## src/rtl/uart_tx_arbiter_pkg.sv

```systemverilog
// +----------------------------------------------------------------------------+
// | Module  : uart_tx_arbiter_pkg                                              |
// | Brief   : Shared types, defaults and winner-select helper for the arbiter  |
// | Revision: 1.0 - initial release                                            |
// +----------------------------------------------------------------------------+
`default_nettype none

package uart_tx_arbiter_pkg;

    localparam int c_DATA_W  = 8;
    localparam int c_TMO_W   = 8;
    localparam int c_TMO_MAX = 200;

    typedef enum logic [0:0] {
        ST_IDLE = 1'b0,
        ST_BUSY = 1'b1
    } state_t;

    // Pointer side wins when it is requesting, otherwise the other side.
    function automatic logic pick_winner(input logic rr_ptr, input logic valid0,
                                         input logic valid1);
        return rr_ptr ? valid1 : ~valid0;
    endfunction

endpackage

`default_nettype wire

```

## src/rtl/uart_tx_arbiter_if.sv

```systemverilog
// +----------------------------------------------------------------------------+
// | Module  : uart_tx_arbiter_if                                               |
// | Brief   : Requester handshakes plus UART TX FIFO write port bundle         |
// | Revision: 1.0 - initial release                                            |
// +----------------------------------------------------------------------------+
`default_nettype none

interface uart_tx_arbiter_if
    import uart_tx_arbiter_pkg::*;
#(
    parameter int DATA_W = c_DATA_W
);
    logic              valid0;
    logic [DATA_W-1:0] data0;
    logic              last0;
    logic              ack0;
    logic              valid1;
    logic [DATA_W-1:0] data1;
    logic              last1;
    logic              ack1;
    logic              tx_full;
    logic              wr_uart;
    logic [DATA_W-1:0] w_data;

    // Environment side: both requesters and the FIFO.
    modport master (
        output valid0, data0, last0, valid1, data1, last1, tx_full,
        input  ack0, ack1, wr_uart, w_data
    );

    // Arbiter side.
    modport slave (
        input  valid0, data0, last0, valid1, data1, last1, tx_full,
        output ack0, ack1, wr_uart, w_data
    );

endinterface

`default_nettype wire

```

## src/rtl/uart_tx_arbiter_stall_timer.sv

```systemverilog
// +----------------------------------------------------------------------------+
// | Module  : uart_tx_arbiter_stall_timer                                      |
// | Brief   : Owner-idle counter; flags expiry on the TMO_MAX-th idle cycle    |
// | Revision: 1.0 - initial release                                            |
// +----------------------------------------------------------------------------+
`default_nettype none

module uart_tx_arbiter_stall_timer #(
    parameter int TMO_W   = 8,
    parameter int TMO_MAX = 200
) (
    input  wire logic clk,
    input  wire logic rst,
    input  wire logic i_clear,
    input  wire logic i_count_en,
    output logic      o_expire
);

    localparam logic [TMO_W-1:0] c_LAST = TMO_W'(TMO_MAX - 1);

    logic [TMO_W-1:0] r_count;

    assign o_expire = i_count_en & (r_count == c_LAST);

    always_ff @(posedge clk) begin
        if (rst || i_clear) begin
            r_count <= '0;
        end else if (i_count_en) begin
            r_count <= r_count + 1'b1;
        end
    end

endmodule

`default_nettype wire

```

## src/rtl/uart_tx_arbiter.sv

```systemverilog
// +----------------------------------------------------------------------------+
// | Module  : uart_tx_arbiter                                                  |
// | Brief   : Round-robin, packet-locked sharing of one UART TX FIFO port      |
// | Revision: 1.0 - initial release                                            |
// +----------------------------------------------------------------------------+
`default_nettype none

module uart_tx_arbiter
    import uart_tx_arbiter_pkg::*;
#(
    parameter int DATA_W  = c_DATA_W,
    parameter int TMO_W   = c_TMO_W,
    parameter int TMO_MAX = c_TMO_MAX
) (
    input  wire logic        clk,
    input  wire logic        reset,
    uart_tx_arbiter_if.slave arb,
    output logic             busy,
    output logic             owner,
    output logic             abort_tick
);

    state_t            r_state;
    state_t            w_state_nxt;
    logic              r_owner;
    logic              w_owner_nxt;
    logic              r_rr_ptr;
    logic              w_rr_ptr_nxt;

    logic              w_busy;
    logic              w_own_valid;
    logic              w_own_last;
    logic [DATA_W-1:0] w_own_data;
    logic              w_ack;
    logic              w_expire;
    logic              w_timer_clear;
    logic              w_timer_count;

    assign w_busy      = (r_state == ST_BUSY);
    assign w_own_valid = r_owner ? arb.valid1 : arb.valid0;
    assign w_own_last  = r_owner ? arb.last1  : arb.last0;
    assign w_own_data  = r_owner ? arb.data1  : arb.data0;

    // FIFO back-pressure stalls the owner without touching the timer.
    assign w_ack         = w_busy & w_own_valid & ~arb.tx_full;
    assign w_timer_clear = ~w_busy | w_ack;
    assign w_timer_count = w_busy & ~w_own_valid;

    assign arb.ack0    = w_ack & ~r_owner;
    assign arb.ack1    = w_ack &  r_owner;
    assign arb.wr_uart = w_ack;
    assign arb.w_data  = w_busy ? w_own_data : '0;

    assign busy       = w_busy;
    assign owner      = r_owner;
    assign abort_tick = w_expire;

    uart_tx_arbiter_stall_timer #(
        .TMO_W   (TMO_W),
        .TMO_MAX (TMO_MAX)
    ) u_stall_timer (
        .clk        (clk),
        .rst        (reset),
        .i_clear    (w_timer_clear),
        .i_count_en (w_timer_count),
        .o_expire   (w_expire)
    );

    always_comb begin
        w_state_nxt  = r_state;
        w_owner_nxt  = r_owner;
        w_rr_ptr_nxt = r_rr_ptr;
        case (r_state)
            ST_IDLE: begin
                if (arb.valid0 || arb.valid1) begin
                    w_state_nxt = ST_BUSY;
                    w_owner_nxt = pick_winner(r_rr_ptr, arb.valid0, arb.valid1);
                end
            end
            ST_BUSY: begin
                // Completed packet and timeout both hand priority to the other side.
                if ((w_ack && w_own_last) || w_expire) begin
                    w_state_nxt  = ST_IDLE;
                    w_rr_ptr_nxt = ~r_owner;
                end
            end
            default: begin
                w_state_nxt = ST_IDLE;
            end
        endcase
    end

    always_ff @(posedge clk) begin
        if (reset) begin
            r_state  <= ST_IDLE;
            r_owner  <= 1'b0;
            r_rr_ptr <= 1'b0;
        end else begin
            r_state  <= w_state_nxt;
            r_owner  <= w_owner_nxt;
            r_rr_ptr <= w_rr_ptr_nxt;
        end
    end

endmodule

`default_nettype wire

```

## src/flat_wrapper.sv

```systemverilog
// flat-port wrapper written by rule: the top's interface ports become plain ports
module uart_tx_arbiter_flat import uart_tx_arbiter_pkg::*;
#(
    parameter int DATA_W  = c_DATA_W,
    parameter int TMO_W   = c_TMO_W,
    parameter int TMO_MAX = c_TMO_MAX
)
  (clk, reset, busy, owner, abort_tick, arb_valid0, arb_data0, arb_last0, arb_valid1, arb_data1, arb_last1, arb_tx_full, arb_ack0, arb_ack1, arb_wr_uart, arb_w_data);
  uart_tx_arbiter_if #(.DATA_W(DATA_W)) arb_i ();
  input  wire logic clk;
  input  wire logic reset;
  output logic busy;
  output logic owner;
  output logic abort_tick;
  input wire logic [$bits(arb_i.valid0)-1:0] arb_valid0;
  input wire logic [$bits(arb_i.data0)-1:0] arb_data0;
  input wire logic [$bits(arb_i.last0)-1:0] arb_last0;
  input wire logic [$bits(arb_i.valid1)-1:0] arb_valid1;
  input wire logic [$bits(arb_i.data1)-1:0] arb_data1;
  input wire logic [$bits(arb_i.last1)-1:0] arb_last1;
  input wire logic [$bits(arb_i.tx_full)-1:0] arb_tx_full;
  output wire logic [$bits(arb_i.ack0)-1:0] arb_ack0;
  output wire logic [$bits(arb_i.ack1)-1:0] arb_ack1;
  output wire logic [$bits(arb_i.wr_uart)-1:0] arb_wr_uart;
  output wire logic [$bits(arb_i.w_data)-1:0] arb_w_data;
  assign arb_i.valid0 = arb_valid0;
  assign arb_i.data0 = arb_data0;
  assign arb_i.last0 = arb_last0;
  assign arb_i.valid1 = arb_valid1;
  assign arb_i.data1 = arb_data1;
  assign arb_i.last1 = arb_last1;
  assign arb_i.tx_full = arb_tx_full;
  assign arb_ack0 = arb_i.ack0;
  assign arb_ack1 = arb_i.ack1;
  assign arb_wr_uart = arb_i.wr_uart;
  assign arb_w_data = arb_i.w_data;
  uart_tx_arbiter #(.DATA_W(DATA_W), .TMO_W(TMO_W), .TMO_MAX(TMO_MAX)) u_core (.clk(clk), .reset(reset), .arb(arb_i), .busy(busy), .owner(owner), .abort_tick(abort_tick));
endmodule
```

## config.mk

```make
export PLATFORM = sky130hd
export DESIGN_NAME = uart_tx_arbiter_flat
export DESIGN_NICKNAME = d
export VERILOG_FILES = /design/src/rtl/uart_tx_arbiter_pkg.sv /design/src/rtl/uart_tx_arbiter_if.sv /design/src/rtl/uart_tx_arbiter_stall_timer.sv /design/src/rtl/uart_tx_arbiter.sv /design/src/flat_wrapper.sv
export SDC_FILE = /design/constraint.sdc
export NUM_CORES = 1
export LEC_CHECK = 0
export ABC_CLOCK_PERIOD_IN_PS = 1700
export BUFFER_PORTS_ARGS = -buffer_cell sky130_fd_sc_hd__buf_4
export CORE_UTILIZATION = 39
export DETAILED_ROUTE_END_ITERATION = 10
export PLACE_DENSITY = 0.67
export SKIP_CTS_REPAIR_TIMING = 1
export SLEW_MARGIN = 25
export SYNTH_ARGS = -nofsm -noshare
export SYNTH_HDL_FRONTEND = slang
export SYNTH_SLANG_ARGS = --single-unit
```

## constraint.sdc

```tcl
create_clock -name clk -period 1.7 [get_ports clk]
set_input_delay 0.51 -clock clk [delete_from_list [all_inputs] [get_ports clk]]
set_output_delay 0.51 -clock clk [all_outputs]
set_load 0.01 [all_outputs]
```

==> results.json, run 1 <==
{
  "synth.area.top_cells": "dfxtp_1 31%, mux2i_1 13%, nor2_1 10%, xor2_1 8.7%, nand3_1 2.8%",
  "synth_largest_area_cell": "dfxtp_1",
  "outcome": "finished with violations",
  "tightest_slew_ns": 0.259,
  "hold_slack_ns": 0.411,
  "clk-insertion-delay-late_ns": 0.28,
  "grt_pass1_wl_mm": 3.04,
  "final_max_slew_viol_count": 0,
  "rr_endpoint": "u_core.r_rr_ptr",
  "period_share_pct": 109,
  "final_common_cell": "buf_4",
  "post-route-util_pct": 76.0,
  "finalNonFillerCells": 162,
  "crit_type": "reg2out",
  "grt_pass1_vias": 710,
  "finalNetCount": 163,
  "rrSetupSlack_ns": 0.12,
  "pin_count": 37,
  "cp-endpoint": "abort_tick",
  "final_area_sq_um": 1210,
  "p_leak_nw": 0.530,
  "vias_per_cell": 4.84,
  "core_area_sq_um": 1590,
  "clk_path_buf_depth": 2,
  "area_delta_synth_final_pct": 71.9,
  "fin_skew_ns": 0.0104,
  "ctsRootBufferMaster": "clkbuf_4",
  "yosysSeqAreaShare_pct": 31.3,
  "cts_buffers": 3,
  "start_util_pct": 44.2,
  "synth_cell_type_count": 29,
  "antenna_found_initial": 0,
  "hold_depth": 2,
  "rows": 14,
  "slew_headroom_pct": 82.7,
  "placedCellCount": 149,
  "clock.fmax_mhz": 540,
  "syn_nets": 109,
  "violations": "negative setup slack",
  "hold_viol_final": 0,
  "rsz0062_at_grt": "yes",
  "cts_tree": "yes",
  "finalWorstSetupSlack_ns": -0.150,
  "max_cap_viol_count": 0,
  "placed_area_sq_um": 1040,
  "antennaDiodeCount": 0,
  "start_kind": "flop",
  "fin_setup_tns_ns": -0.413,
  "most-common-layout-cells": "48 x buf_4, 18 x nor2_1, 8 x mux2i_1",
  "grt_max_degree": 11,
  "dieArea_sq_um": 1980,
  "ff2ff_path_depth": 4,
  "crit_fanout": 3,
  "drtIter0Drc": 9,
  "num_vias": 784,
  "power.total_mw": 0.647,
  "synth_seq_cells": 11,
  "ant_nets": 0,
  "setup_viol": 5,
  "synth_area_sq_um": 704,
  "syn_area_per_cell_sq_um": 8.29,
  "ctsHtreeMaxLevel": 1,
  "r2r_start": "u_core.u_stall_timer.r_count[4]",
  "pre_cts_slack_ns": -0.0565,
  "yosysWarningCount": 0,
  "synth_top_area_share_pct": 31.3,
  "gp_routability_congestion": 0.803,
  "drive_gt1_share_pct": 56.5,
  "port_buffers": 36,
  "worstPathArrival_ns": 1.34,
  "synthCells": 85,
  "wl_per_cell_um": 12.2,
  "min_path_type": "in2reg",
  "clk_pin_slew_ns": 0.07,
  "drc": 0,
  "startpoint": "u_core.u_stall_timer.r_count[4]",
  "first_pass_iters": 4,
  "peakVddDrop_v": 0.000514,
  "crit_required_ns": 1.19,
  "p_per_area_nw_per_um2": 534,
  "die_w_um": 44.5,
  "finalWirelength_mm": 1.97,
  "cts_sinks": 11,
  "fin_crit_ns": 1.85,
  "dp_hpwl_mm": 1.44,
  "overflow": 0,
  "grtUsageTotal_pct": 21.3,
  "dieHeight_um": 44.5,
  "cp-end-kind": "output port"
}
synth_stat cells:
cell and n:
nor2_1 19, dfxtp_1 11, mux2i_1 9, xor2_1 7, nand2_1 5, nand3_1 4
buf_2 3, nand4_1 3, nor3_1 3, a21oi_1 2, and2_2 1, and2b_1 1
and3_1 1, and3_2 1, and4_2 1, buf_4 1, buf_6 1, clkinv_1 1
ha_1 1, inv_1 1, mux2_2 1, mux2_4 1, nand2b_2 1, nor2_2 1
o211ai_1 1, o21ai_0 1, o2bb2ai_2 1, or3_1 1, or4_4 1
worst min path at each step:
stage,startpoint,end
floorplan,u_core.u_stall_timer.r_count[1],u_core.u_stall_timer.r_count[1]
global placement,u_core.u_stall_timer.r_count[1],u_core.u_stall_timer.r_count[1]
detailed placement,u_core.u_stall_timer.r_count[1],u_core.u_stall_timer.r_count[1]
CTS,reset,u_core.owner
global route,reset,u_core.owner
finish,reset,u_core.owner
worst max-delay path, stage by stage, from the launching register on:
cell	delay, ns
dfxtp_2	0.33
or4_4	0.52
nor2_2	0.09
buf_4	0.12
area by class of cell:
type / instances / area [sq um]
multi-input combinational: 67 / 469
timing repair buffer: 53 / 434
fill: 124 / 383
sequential: 11 / 235
tap: 24 / 30.0
clock buffer: 4 / 26.3
inverter: 2 / 11.3
timing repair inverter: 1 / 5.00
registers in the layout, indices dropped and copies added, names as in the netlist:
signal                        count
u_core.u_stall_timer.r_count      8
u_core.r_rr_ptr                   1
u_core.busy                       1
u_core.owner                      1
power by group:
part | total, mW | switching, mW | internal, mW
clock network | 0.183 | 0.0921 | 0.0911
logic | 0.192 | 0.0775 | 0.114
registers | 0.272 | 0.00954 | 0.262
per-layer routing:
layer	routed length [um]	part of all wire (%)	global-route usage [%]	vias up
met5	0	0	0	-
met2	1020	52	36.8	16
met1	846	43	24.1	371
met3	91	4.6	7.76	3
li1	-	-	-	394
met4	17	0.86	7.27	0
cells by family (layout without fill, tap and decap cells):
kind of cell | after synthesis | after routing | synth area share [%]
flops | 11 | 11 | 31.3
buf+inv | 7 | 60 | 5.86
xor+xnor | 7 | 7 | 8.70
compound gates | 5 | 5 | 5.33
simple gates | 43 | 43 | 30.6
fa+ha+maj | 1 | 1 | 1.78
mux | 11 | 11 | 16.5
Power figures use the tool's default switching activity.
==> inputs of run 2 (changes only) <==
--- a/config.mk
+++ b/config.mk
@@ -5,11 +5,12 @@
 export SDC_FILE = /design/constraint.sdc
 export NUM_CORES = 1
 export LEC_CHECK = 0
+export ABC_AREA = 1
 export ABC_CLOCK_PERIOD_IN_PS = 1700
 export BUFFER_PORTS_ARGS = -buffer_cell sky130_fd_sc_hd__buf_4
 export CORE_UTILIZATION = 39
 export DETAILED_ROUTE_END_ITERATION = 10
-export PLACE_DENSITY = 0.67
+export PLACE_DENSITY = 0.64
 export SKIP_CTS_REPAIR_TIMING = 1
 export SLEW_MARGIN = 25
 export SYNTH_ARGS = -nofsm -noshare
==> run 2 against run 1 <==
  * The flow still finishes with violations (negative setup slack)
  * Core utilization shrank 11 points
  * Maximum frequency grew 6.2%
  * Sequential share of layout area shrank 1.6 points
  * Critical endpoint unchanged
  * Largest cell class unchanged
  * Highest routed layer unchanged
==> results.json, run 2 <==
{
  "synth_top_family_by_area": "simple AND/OR/NAND/NOR gates",
  "setup_viol": 1,
  "num-fill-cells": 201,
  "max_stage_delay_ns": 0.36,
  "grt_pass1_wl_mm": 2.88,
  "synth.area.top_cells": "dfxtp_1 27%, nand2_1 16%, nor2_1 13%, inv_1 6.8%, o21ai_0 6.1%",
  "outcome": "finished with violations",
  "overflow": 0,
  "clk_path_buf_depth": 2,
  "p_per_area_nw_per_um2": 498,
  "hold_viol_final": 0,
  "gp_routability_congestion": 0.773,
  "wl_per_cell_um": 10.4,
  "clk_pin_slew_ns": 0.06,
  "crit_path_frequent_cell": "nand2_1",
  "largest_register_ffs": 8,
  "netlist_top_cells_count": "36 x nand2_1, 29 x nor2_1, 15 x inv_1, 11 x dfxtp_1, 10 x o21ai_0",
  "max_cap_viol_count": 0,
  "min_path_type": "in2reg",
  "ctsHtreeMaxLevel": 1,
  "start_util_pct": 41.7,
  "yosysMostFrequentCell": "nand2_1",
  "final_max_slew_viol_count": 0,
  "synth_area_sq_um": 827,
  "synth-xor-area-share_pct": 0,
  "post-route-util_pct": 64.7,
  "crit_buf_inv": 3,
  "fin_crit_ns": 1.74,
  "crit_required_ns": 1.19,
  "grt_pass1_vias": 735,
  "synthMuxAreaShare_pct": 0,
  "peakVddDrop_v": 0.000342,
  "synth_top_area_share_pct": 26.6,
  "crit_fanout": 2,
  "finalNetCount": 210,
  "synthCells": 137,
  "die_w_um": 48.1,
  "synth_compound_area_share_pct": 9.68,
  "cts_tree": "yes",
  "worstPathArrival_ns": 1.23,
  "area_delta_synth_final_pct": 55.1,
  "dieHeight_um": 48.1,
  "regMostFlops": "u_core.u_stall_timer.r_count",
  "cts_sinks": 11,
  "path_delay_family": "flip-flops",
  "drive_gt1_share_pct": 43.2,
  "drtIter0Drc": 21,
  "wl_met1_um": 934,
  "crit_type": "reg2out",
  "yosysWarningCount": 0,
  "port_buffers": 36,
  "synth-main-ff-cell": "dfxtp_1",
  "grtUsageTotal_pct": 17.8,
  "synthAdderAreaFrac_pct": 1.51,
  "synth_largest_area_cell": "dfxtp_1",
  "wl_met3_um": 163,
  "ant_nets": 0,
  "slowest_stage": "dfxtp_2",
  "cp-end-kind": "output port",
  "syn_nets": 161,
  "finalWorstSetupSlack_ns": -0.0424,
  "syn_area_per_cell_sq_um": 6.04,
  "period_share_pct": 102,
  "finalNonFillerCells": 212,
  "start_kind": "flop",
  "final_common_cell": "buf_4",
  "rrSetupSlack_ns": 0.43,
  "rsz0062_at_grt": "yes",
  "clk-insertion-delay-late_ns": 0.28,
  "violations": "negative setup slack",
  "placedCellCount": 206,
  "fin_setup_tns_ns": -0.0424,
  "rows": 16,
  "most-common-layout-cells": "44 x buf_4, 34 x nand2_1, 25 x nor2_1",
  "dieArea_sq_um": 2310,
  "antennaDiodeCount": 0,
  "synth_edf_count": 0,
  "drc": 0,
  "crit_path_cell_trace": "ha_4 -> nand2_1 -> inv_1 -> nand2_1 -> nor2_2 -> nand2_2 -> inv_2 -> buf_6",
  "dr.max_layer_used": "met4",
  "p_leak_nw": 0.593,
  "synth_cell_type_count": 21,
  "synth_seq_cells": 11,
  "antenna_found_initial": 0,
  "pin_count": 37,
  "core_area_sq_um": 1980,
  "dp_hpwl_mm": 1.69,
  "clock.fmax_mhz": 574,
  "slew_headroom_pct": 85.2,
  "num_vias": 978,
  "tightest_slew_ns": 0.220,
  "yosys.area_share.simple_pct": 50.7,
  "dr_wl_met2_mm": 1.10,
  "finalWirelength_mm": 2.21,
  "hold_slack_ns": 0.392,
  "fin_skew_ns": 0.0150,
  "grt_max_degree": 13,
  "ctsRootBufferMaster": "clkbuf_4",
  "async_reset_ff_share_pct": 0,
  "vias_per_cell": 4.61,
  "first_pass_iters": 4,
  "cts_buffers": 3,
  "yosysSeqAreaShare_pct": 26.6
}
run 2: cell count changes in the layout (fill, tap and decap cells not counted), sizes merged, moves of 5 or more:
| cell | change |
|---|---|
| nor2 | +12 |
| nand2 | +35 |
| nand3 | +6 |
| xor2 | -7 |
| inv | +19 |
| mux2i | -9 |
| o21ai | +9 |
| buf | -5 |
run 2: worst reg2reg max path, stage by stage, from the launching register on:
cell and delay, ns:
dfxtp_2 0.36, ha_4 0.13, nand2_1 0.05, inv_1 0.05, nand2_1 0.05, nor2_2 0.12, nand2_2 0.07, buf_4 0.14
a21oi_1 0.13, nor2_1 0.07
run 2: cells by family after synthesis:
kind of cell               Yosys count
adders and majority gates            1
buffers and inverters               23
DFF                                 11
AOI/OAI and AO/OA                   16
and+or+nand+nor                     86
run 2: final timing paths:
kind,start,endpoint,cells past startpoint
worst max-delay path,u_core.u_stall_timer.r_count[1],abort_tick,8
worst max register to register,u_core.u_stall_timer.r_count[1],u_core.r_rr_ptr,9
worst min-delay path,reset,u_core.owner,2
worst min register to register,u_core.u_stall_timer.r_count[0],u_core.u_stall_timer.r_count[0],2
run 2: power breakdown:
part	internal [mW]	leakage, nW	switching, mW
sequential	0.261	0.0912	0.00652
clock	0.0909	0.0150	0.0913
combinational	0.0962	0.487	0.0925
run 2: per-layer routing:
layer / GRT usage, % / vias up
met5: 0 / -
met4: 5.00 / 0
met3: 4.15 / 2
met2: 32.4 / 33
met1: 20.4 / 427
li1: - / 516
run 2: layout make-up:
cell class	count	area [sq um]	share of cell area, %
Clock buffer	4	26.3	2.05
Inverter	20	85.1	6.63
Tap cell	27	33.8	2.63
Timing Repair Buffer	47	364	28.4
Multi-Input combinational cell	103	544	42.4
Sequential cell	11	229	17.9
run 2: per-stage QoR:
step	power, mW	worst slack, ns	cell area (sq um)
2_1_floorplan	0.357	0.141	827
3_3_place_gp	0.449	0.0577	1180
3_5_place_dp	0.452	0.0551	1180
4_1_cts	0.633	-0.139	1210
5_1_grt	0.670	-0.0861	1280
6_report	0.639	-0.0424	1280
